==> src/rtl/wb_pipe_stage_if.sv <==
// wb_pipe_stage_if: valid/ready bus carrying one write-back entry.
//   master drives valid + payload (wdata, rd_en, rd_addr, pc, inst)
//   slave  drives ready
// The same interface type is used on the LSU side (stage is slave) and on
// the WB side (stage is master).
interface wb_pipe_stage_if #(
    parameter int DW  = 32,
    parameter int AW  = 5,
    parameter int PCW = 32
);
    logic           valid;
    logic           ready;
    logic [DW-1:0]  wdata;
    logic           rd_en;
    logic [AW-1:0]  rd_addr;
    logic [PCW-1:0] pc;
    logic [PCW-1:0] inst;

    modport master (output valid, wdata, rd_en, rd_addr, pc, inst, input ready);
    modport slave  (input valid, wdata, rd_en, rd_addr, pc, inst, output ready);
endinterface

==> src/rtl/wb_pipe_stage.sv <==
// wb_pipe_stage: LSU -> WB pipeline stage with valid/ready handshake,
// optional two-entry skid buffer, synchronous flush, x0 write suppression
// and a retired-instruction counter.
//   clk, rst_n  : clock, asynchronous active-low reset
//   flush       : synchronous kill of all held entries (out_fire still counts)
//   in_bus      : LSU side (slave modport), in_bus.ready registered if SKID=1
//   out_bus     : WB side (master modport), driven from the head entry
//   retire_cnt  : number of output handshakes, wraps modulo 2^CNT_W
module wb_pipe_stage #(
    parameter int             DW         = 32,
    parameter int             AW         = 5,
    parameter int             PCW        = 32,
    parameter int             SKID       = 1,
    parameter int             CNT_W      = 64,
    parameter logic [PCW-1:0] RESET_INST = PCW'(32'h0000_0013)
) (
    input  logic             clk,
    input  logic             rst_n,
    input  logic             flush,
    wb_pipe_stage_if.slave   in_bus,
    wb_pipe_stage_if.master  out_bus,
    output logic [CNT_W-1:0] retire_cnt
);

    typedef struct packed {
        logic [DW-1:0]  wdata;
        logic           rd_en;
        logic [AW-1:0]  rd_addr;
        logic [PCW-1:0] pc;
        logic [PCW-1:0] inst;
    } entry_t;

    typedef enum logic [1:0] {EMPTY, FULL, SKID_FULL} state_t;

    localparam entry_t ENTRY_RST = '{wdata: '0, rd_en: 1'b0, rd_addr: '0,
                                     pc: '0, inst: RESET_INST};

    state_t           state_q;
    entry_t           main_q;
    entry_t           skid_q;
    entry_t           in_ent;
    logic             rdy_q;
    logic [CNT_W-1:0] cnt_q;
    logic             out_valid;
    logic             in_fire;
    logic             out_fire;

    assign in_ent = '{wdata: in_bus.wdata, rd_en: in_bus.rd_en, rd_addr: in_bus.rd_addr,
                      pc: in_bus.pc, inst: in_bus.inst};

    assign out_valid = (state_q != EMPTY);
    // SKID=1: ready comes straight from a flop so WB back-pressure never
    // reaches the LSU combinationally. SKID=0: classic pass-through ready.
    assign in_bus.ready = (SKID != 0) ? rdy_q : (!out_valid || out_bus.ready);

    assign in_fire  = in_bus.valid && in_bus.ready;
    assign out_fire = out_valid && out_bus.ready;

    always_ff @(posedge clk or negedge rst_n) begin
        if (!rst_n) begin
            state_q <= EMPTY;
            main_q  <= ENTRY_RST;
            skid_q  <= ENTRY_RST;
            rdy_q   <= 1'b1;
            cnt_q   <= '0;
        end else begin
            // A consumed head is retired even in a flush cycle.
            if (out_fire) cnt_q <= cnt_q + CNT_W'(1);

            if (flush) begin
                state_q     <= EMPTY;
                rdy_q       <= 1'b1;
                main_q.inst <= RESET_INST;
                skid_q.inst <= RESET_INST;
            end else begin
                case (state_q)
                    EMPTY: begin
                        if (in_fire) begin
                            main_q  <= in_ent;
                            state_q <= FULL;
                        end
                    end
                    FULL: begin
                        if (in_fire && out_fire) begin
                            main_q <= in_ent;
                        end else if (in_fire) begin
                            // Only reachable with SKID=1 (SKID=0 ready blocks it).
                            if (SKID != 0) begin
                                skid_q  <= in_ent;
                                state_q <= SKID_FULL;
                                rdy_q   <= 1'b0;
                            end
                        end else if (out_fire) begin
                            state_q <= EMPTY;
                        end
                    end
                    SKID_FULL: begin
                        if (out_fire) begin
                            main_q  <= skid_q;
                            state_q <= FULL;
                            rdy_q   <= 1'b1;
                        end
                    end
                    default: state_q <= EMPTY;
                endcase
            end
        end
    end

    assign out_bus.valid   = out_valid;
    assign out_bus.wdata   = main_q.wdata;
    // Writes to x0 are architecturally discarded; gate the enable here.
    assign out_bus.rd_en   = main_q.rd_en && out_valid && (main_q.rd_addr != '0);
    assign out_bus.rd_addr = main_q.rd_addr;
    assign out_bus.pc      = main_q.pc;
    assign out_bus.inst    = main_q.inst;
    assign retire_cnt      = cnt_q;

endmodule
==> src/flat_wrapper.sv <==
// flat-port wrapper written by rule: the top's interface ports become plain ports
module wb_pipe_stage_flat 
#(
    parameter int             DW         = 32,
    parameter int             AW         = 5,
    parameter int             PCW        = 32,
    parameter int             SKID       = 1,
    parameter int             CNT_W      = 64,
    parameter logic [PCW-1:0] RESET_INST = PCW'(32'h0000_0013)
)
  (clk, rst_n, flush, retire_cnt, in_bus_valid, in_bus_wdata, in_bus_rd_en, in_bus_rd_addr, in_bus_pc, in_bus_inst, in_bus_ready, out_bus_valid, out_bus_wdata, out_bus_rd_en, out_bus_rd_addr, out_bus_pc, out_bus_inst, out_bus_ready);
  wb_pipe_stage_if #(.DW(DW), .AW(AW), .PCW(PCW)) in_bus_i ();
  wb_pipe_stage_if #(.DW(DW), .AW(AW), .PCW(PCW)) out_bus_i ();
  input  logic clk;
  input  logic rst_n;
  input  logic flush;
  output logic [CNT_W-1:0] retire_cnt;
  input wire logic [$bits(in_bus_i.valid)-1:0] in_bus_valid;
  input wire logic [$bits(in_bus_i.wdata)-1:0] in_bus_wdata;
  input wire logic [$bits(in_bus_i.rd_en)-1:0] in_bus_rd_en;
  input wire logic [$bits(in_bus_i.rd_addr)-1:0] in_bus_rd_addr;
  input wire logic [$bits(in_bus_i.pc)-1:0] in_bus_pc;
  input wire logic [$bits(in_bus_i.inst)-1:0] in_bus_inst;
  output wire logic [$bits(in_bus_i.ready)-1:0] in_bus_ready;
  output wire logic [$bits(out_bus_i.valid)-1:0] out_bus_valid;
  output wire logic [$bits(out_bus_i.wdata)-1:0] out_bus_wdata;
  output wire logic [$bits(out_bus_i.rd_en)-1:0] out_bus_rd_en;
  output wire logic [$bits(out_bus_i.rd_addr)-1:0] out_bus_rd_addr;
  output wire logic [$bits(out_bus_i.pc)-1:0] out_bus_pc;
  output wire logic [$bits(out_bus_i.inst)-1:0] out_bus_inst;
  input wire logic [$bits(out_bus_i.ready)-1:0] out_bus_ready;
  assign in_bus_i.valid = in_bus_valid;
  assign in_bus_i.wdata = in_bus_wdata;
  assign in_bus_i.rd_en = in_bus_rd_en;
  assign in_bus_i.rd_addr = in_bus_rd_addr;
  assign in_bus_i.pc = in_bus_pc;
  assign in_bus_i.inst = in_bus_inst;
  assign in_bus_ready = in_bus_i.ready;
  assign out_bus_valid = out_bus_i.valid;
  assign out_bus_wdata = out_bus_i.wdata;
  assign out_bus_rd_en = out_bus_i.rd_en;
  assign out_bus_rd_addr = out_bus_i.rd_addr;
  assign out_bus_pc = out_bus_i.pc;
  assign out_bus_inst = out_bus_i.inst;
  assign out_bus_i.ready = out_bus_ready;
  wb_pipe_stage #(.DW(DW), .AW(AW), .PCW(PCW), .SKID(SKID), .CNT_W(CNT_W), .RESET_INST(RESET_INST)) u_core (.clk(clk), .rst_n(rst_n), .flush(flush), .in_bus(in_bus_i), .out_bus(out_bus_i), .retire_cnt(retire_cnt));
endmodule
==> config.mk <==
export PLATFORM = sky130hd
export DESIGN_NAME = wb_pipe_stage_flat
export DESIGN_NICKNAME = d
export VERILOG_FILES = /design/src/rtl/wb_pipe_stage_if.sv /design/src/rtl/wb_pipe_stage.sv /design/src/flat_wrapper.sv
export SDC_FILE = /design/constraint.sdc
export NUM_CORES = 1
export LEC_CHECK = 0
export ABC_CLOCK_PERIOD_IN_PS = 2000
export CAP_MARGIN = 20
export CORE_MARGIN = 2
export CORE_UTILIZATION = 50
export CTS_CLUSTER_DIAMETER = 150
export CTS_CLUSTER_SIZE = 30
export DETAILED_ROUTE_END_ITERATION = 12
export DONT_BUFFER_PORTS = 1
export PLACE_DENSITY = 0.77
export SLEW_MARGIN = 20
export SYNTH_ARGS = -nofsm -noshare
export SYNTH_HDL_FRONTEND = slang
export SYNTH_SLANG_ARGS = --single-unit
==> constraint.sdc <==
create_clock -name clk -period 2 [get_ports clk]
set_input_delay 0.4 -clock clk [delete_from_list [all_inputs] [get_ports clk]]
set_output_delay 0.4 -clock clk [all_outputs]
set_load 0.05 [all_outputs]
==> run metrics <==
CTS Buf Count 13; Worst R2R Path Depth 11; clock skew after layout 0.03378 ns; peak supply drop 0.001075 V; crit path capture type output pin; PortBufs 0; DRT iter0 DRCs 554; Pins Over Slew Limit 0; Worst EP arrival 1.75 ns; number of enable flip-flop cells after synthesis 0; P_leak roughly 0.0066 uW; Synth top area share 52.06%; max cap viols 0; RR Startpoint u_core.state_q[1]$_DFFE_PN0P_; via/cell ratio 5.528; Final Hold Viols around 270; CTS tree yes; Vias 8336; Seq/Total Area, Yosys 53.50%; worst skew pair latency 0.49 ns; RSZ-0062 raised after global routing yes; routed wire length per instance 19.65 um; Core ar. 25040 um^2; vias in the first global route about 8200; Nets approximately 1300; post-synth cell types 45; flops & latches, synth 271; H-tree Lvls 1; Worst slew margin 47.77%; initial antenna violation count 0; leading area contributor after synthesis dfrtp_1; Synth Area in Simple Gates roughly 13%; total clock sinks roughly 270; DRT Wirelength 29.63 mm; first-pass GRT wire length approximately 43 mm; setup TNS -0.7475 ns; CP startpoint u_core.out_bus.rd_addr[1]$_DFFE_PN0P_; post-route ant nets 0; Avg Cell Area, Syn roughly 11 um^2; Finished Cell Area about 15000 um^2; gr ovfl total 0; pwr dens 1415 nW/um^2; period utilization 107.6%; synth cell count leaders 264 x dfrtp_1, 164 x nand2_1, 101 x buf_4; multiplexer share of the synthesized area 14.02%; end of the critical path out_bus_rd_en; Worst Path Required 1.60 ns; reg2reg setup slack -0.06 ns; Final Wtd Congestion 0.8199; Synth area leaders dfrtp_1 52%, mux2i_1 7.8%, buf_4 6.0%; fin crit period ~2.2 ns; Ys Warns 0; CTS clk-pin slew, worst paths 0.12 ns; outcome finished, violations left; Post-Syn Instances 1152; die height 163.3 um; asr flop ratio synth 100.0%; CP Class reg -> out; failing checks hold timing, setup timing; final setup violation count 46; FMAX between 400 and 500 MHz; GRT Overall Usage between 10% and 20%; Worst Setup Slack, final -0.1523 ns; crit path max fanout 2; Initial Utilization 50.69%; remaining routing DRC violations 0; Syn Nets 1264; worst hold path class in -> async; largest net degree at the start of global routing roughly 270; count leader, synth dfrtp_1; area post-placement 13300 um^2; Root Buffer clkbuf_16; post-detail-place hpwl 18.63 mm; row count 58; Main synth FF type dfrtp_1; diode count 0; post-synthesis xor/xnor area fraction 4.417%; drt pass-1 iters 4; Reg2Reg Capture Point u_core.out_bus.wdata[2]$_DFFE_PN0P_; Worst setup SP type register; CTS Buffer Depth 3; largest family of logic cells by synthesized area multiplexers; die area approximately 27000 um^2; Die W 163.3 um; post-synthesis adder-cell area fraction 0.4930%; Synth-to-Final Area Change 17.58%; share of layout cells above drive strength 1 34.89%; hold_ws -0.4140 ns; Least-Margin Pin Slew 0.7834 ns; mapped cell area 12690 um^2; io pins between 200 and 300; compound-gate portion of the synthesized area 6.468%; post-place setup slack -0.09676 ns
## layout by cell type (no fill, tap or decap), drive strengths merged
cell type | Yosys | routed
a211oi | 32 | 32
a21oi | 36 | 36
a221oi | 1 | 1
and3 | 3 | 3
and4 | 2 | 2
and4b | 1 | 1
buf | 126 | 141
clkbuf | 32 | 35
clkinv | 0 | 1
dfrtp | 264 | 264
dfstp | 7 | 7
dlygate4sd3 | 0 | 6
ha | 5 | 5
inv | 12 | 13
mux2 | 70 | 70
mux2i | 99 | 99
nand2 | 164 | 164
nand2b | 3 | 3
nand3 | 26 | 26
nand3b | 4 | 4
nand4 | 24 | 24
nor2 | 58 | 58
nor2b | 4 | 4
nor3 | 24 | 24
nor4 | 10 | 10
o21ai | 73 | 73
o21bai | 1 | 1
o22a | 1 | 1
o311a | 1 | 1
or2 | 1 | 1
or3 | 3 | 3
or4 | 1 | 1
xnor2 | 33 | 33
xor2 | 31 | 31
## through the flow
stage	cells	power [uW]	hold slack [ns]	util, %
CTS	1473	19760	-0.4341	55.48
global placement	1441	16110	0.1114	53.12
detailed placement	1441	16410	0.1101	53.12
global route	1508	22080	-0.4472	59.60
finish	1508	21110	-0.4140	59.60
floorplan	1152	16200	0.1044	-
## flip-flops by register name (all words and copies together) (netlist names)
name and flops:
u_core.main_q 1, u_core.skid_q 102, u_core.state_q 2, u_core.in_bus.ready 1, u_core.out_bus.pc 32, u_core.out_bus.rd_addr 5
u_core.out_bus.wdata 32, u_core.out_bus.inst 32, u_core.retire_cnt 64
## how the worst min path moves through the flow
stage                from                                end  depth (start not counted)
finish              rst_n  u_core.retire_cnt[41]$_DFFE_PN0P_                          0
global route        rst_n  u_core.retire_cnt[11]$_DFFE_PN0P_                          0
CTS                 rst_n  u_core.retire_cnt[11]$_DFFE_PN0P_                          0
detailed placement  rst_n  u_core.retire_cnt[41]$_DFFE_PN0P_                          0
global placement    rst_n  u_core.retire_cnt[41]$_DFFE_PN0P_                          0
floorplan           rst_n      u_core.main_q[69]$_DFFE_PN0P_                          0
## layout make-up
type | count | area, um^2
fill | 1909 | 10110
clock inverter | 2 | 38.79
clock buffer | 20 | 351.6
tap | 330 | 412.9
timing repair buffer | 162 | 1833
inverter | 12 | 45.04
multi-input combinational | 711 | 5396
sequential | 271 | 6844
## per-layer routing
layer  GRT usage, %  vias up  part of all wire (%)
li1               -     3877                     -
met1          24.87     4161                    39
met2          32.53      246                    48
met3          7.491       52                   9.5
met4          5.752        0                   3.1
met5              0        -                     0
## power by group
part	switching, uW	internal (uW)
clock	1790	1280
sequential	4610	7260
combinational	3070	3110
## logic make-up after synthesis
group	Yosys count
and+or+nand+nor	328
AOI/OAI and AO/OA	145
buffers and inverters	170
xor gates and xnor gates	64
adders and majority gates	5
DFF	271
muxes	169
## repair_timing
item                                    4_1_cts  5_1_grt
buffers inserted                              3       13
gates cloned                                  1       21
gates resized for setup                      15      193
endpoints found under the setup margin       34      108
pin swaps                                     6       20
endpoints found under the hold margin       334      273
hold buffers                                  6        1
## worst max-delay path: stages, from the launching register on
cell and delay [ns]:
dfrtp_1 0.40, or3_1 0.37, o311a_1 0.33, buf_12 0.16
Power figures use the tool's default switching activity.
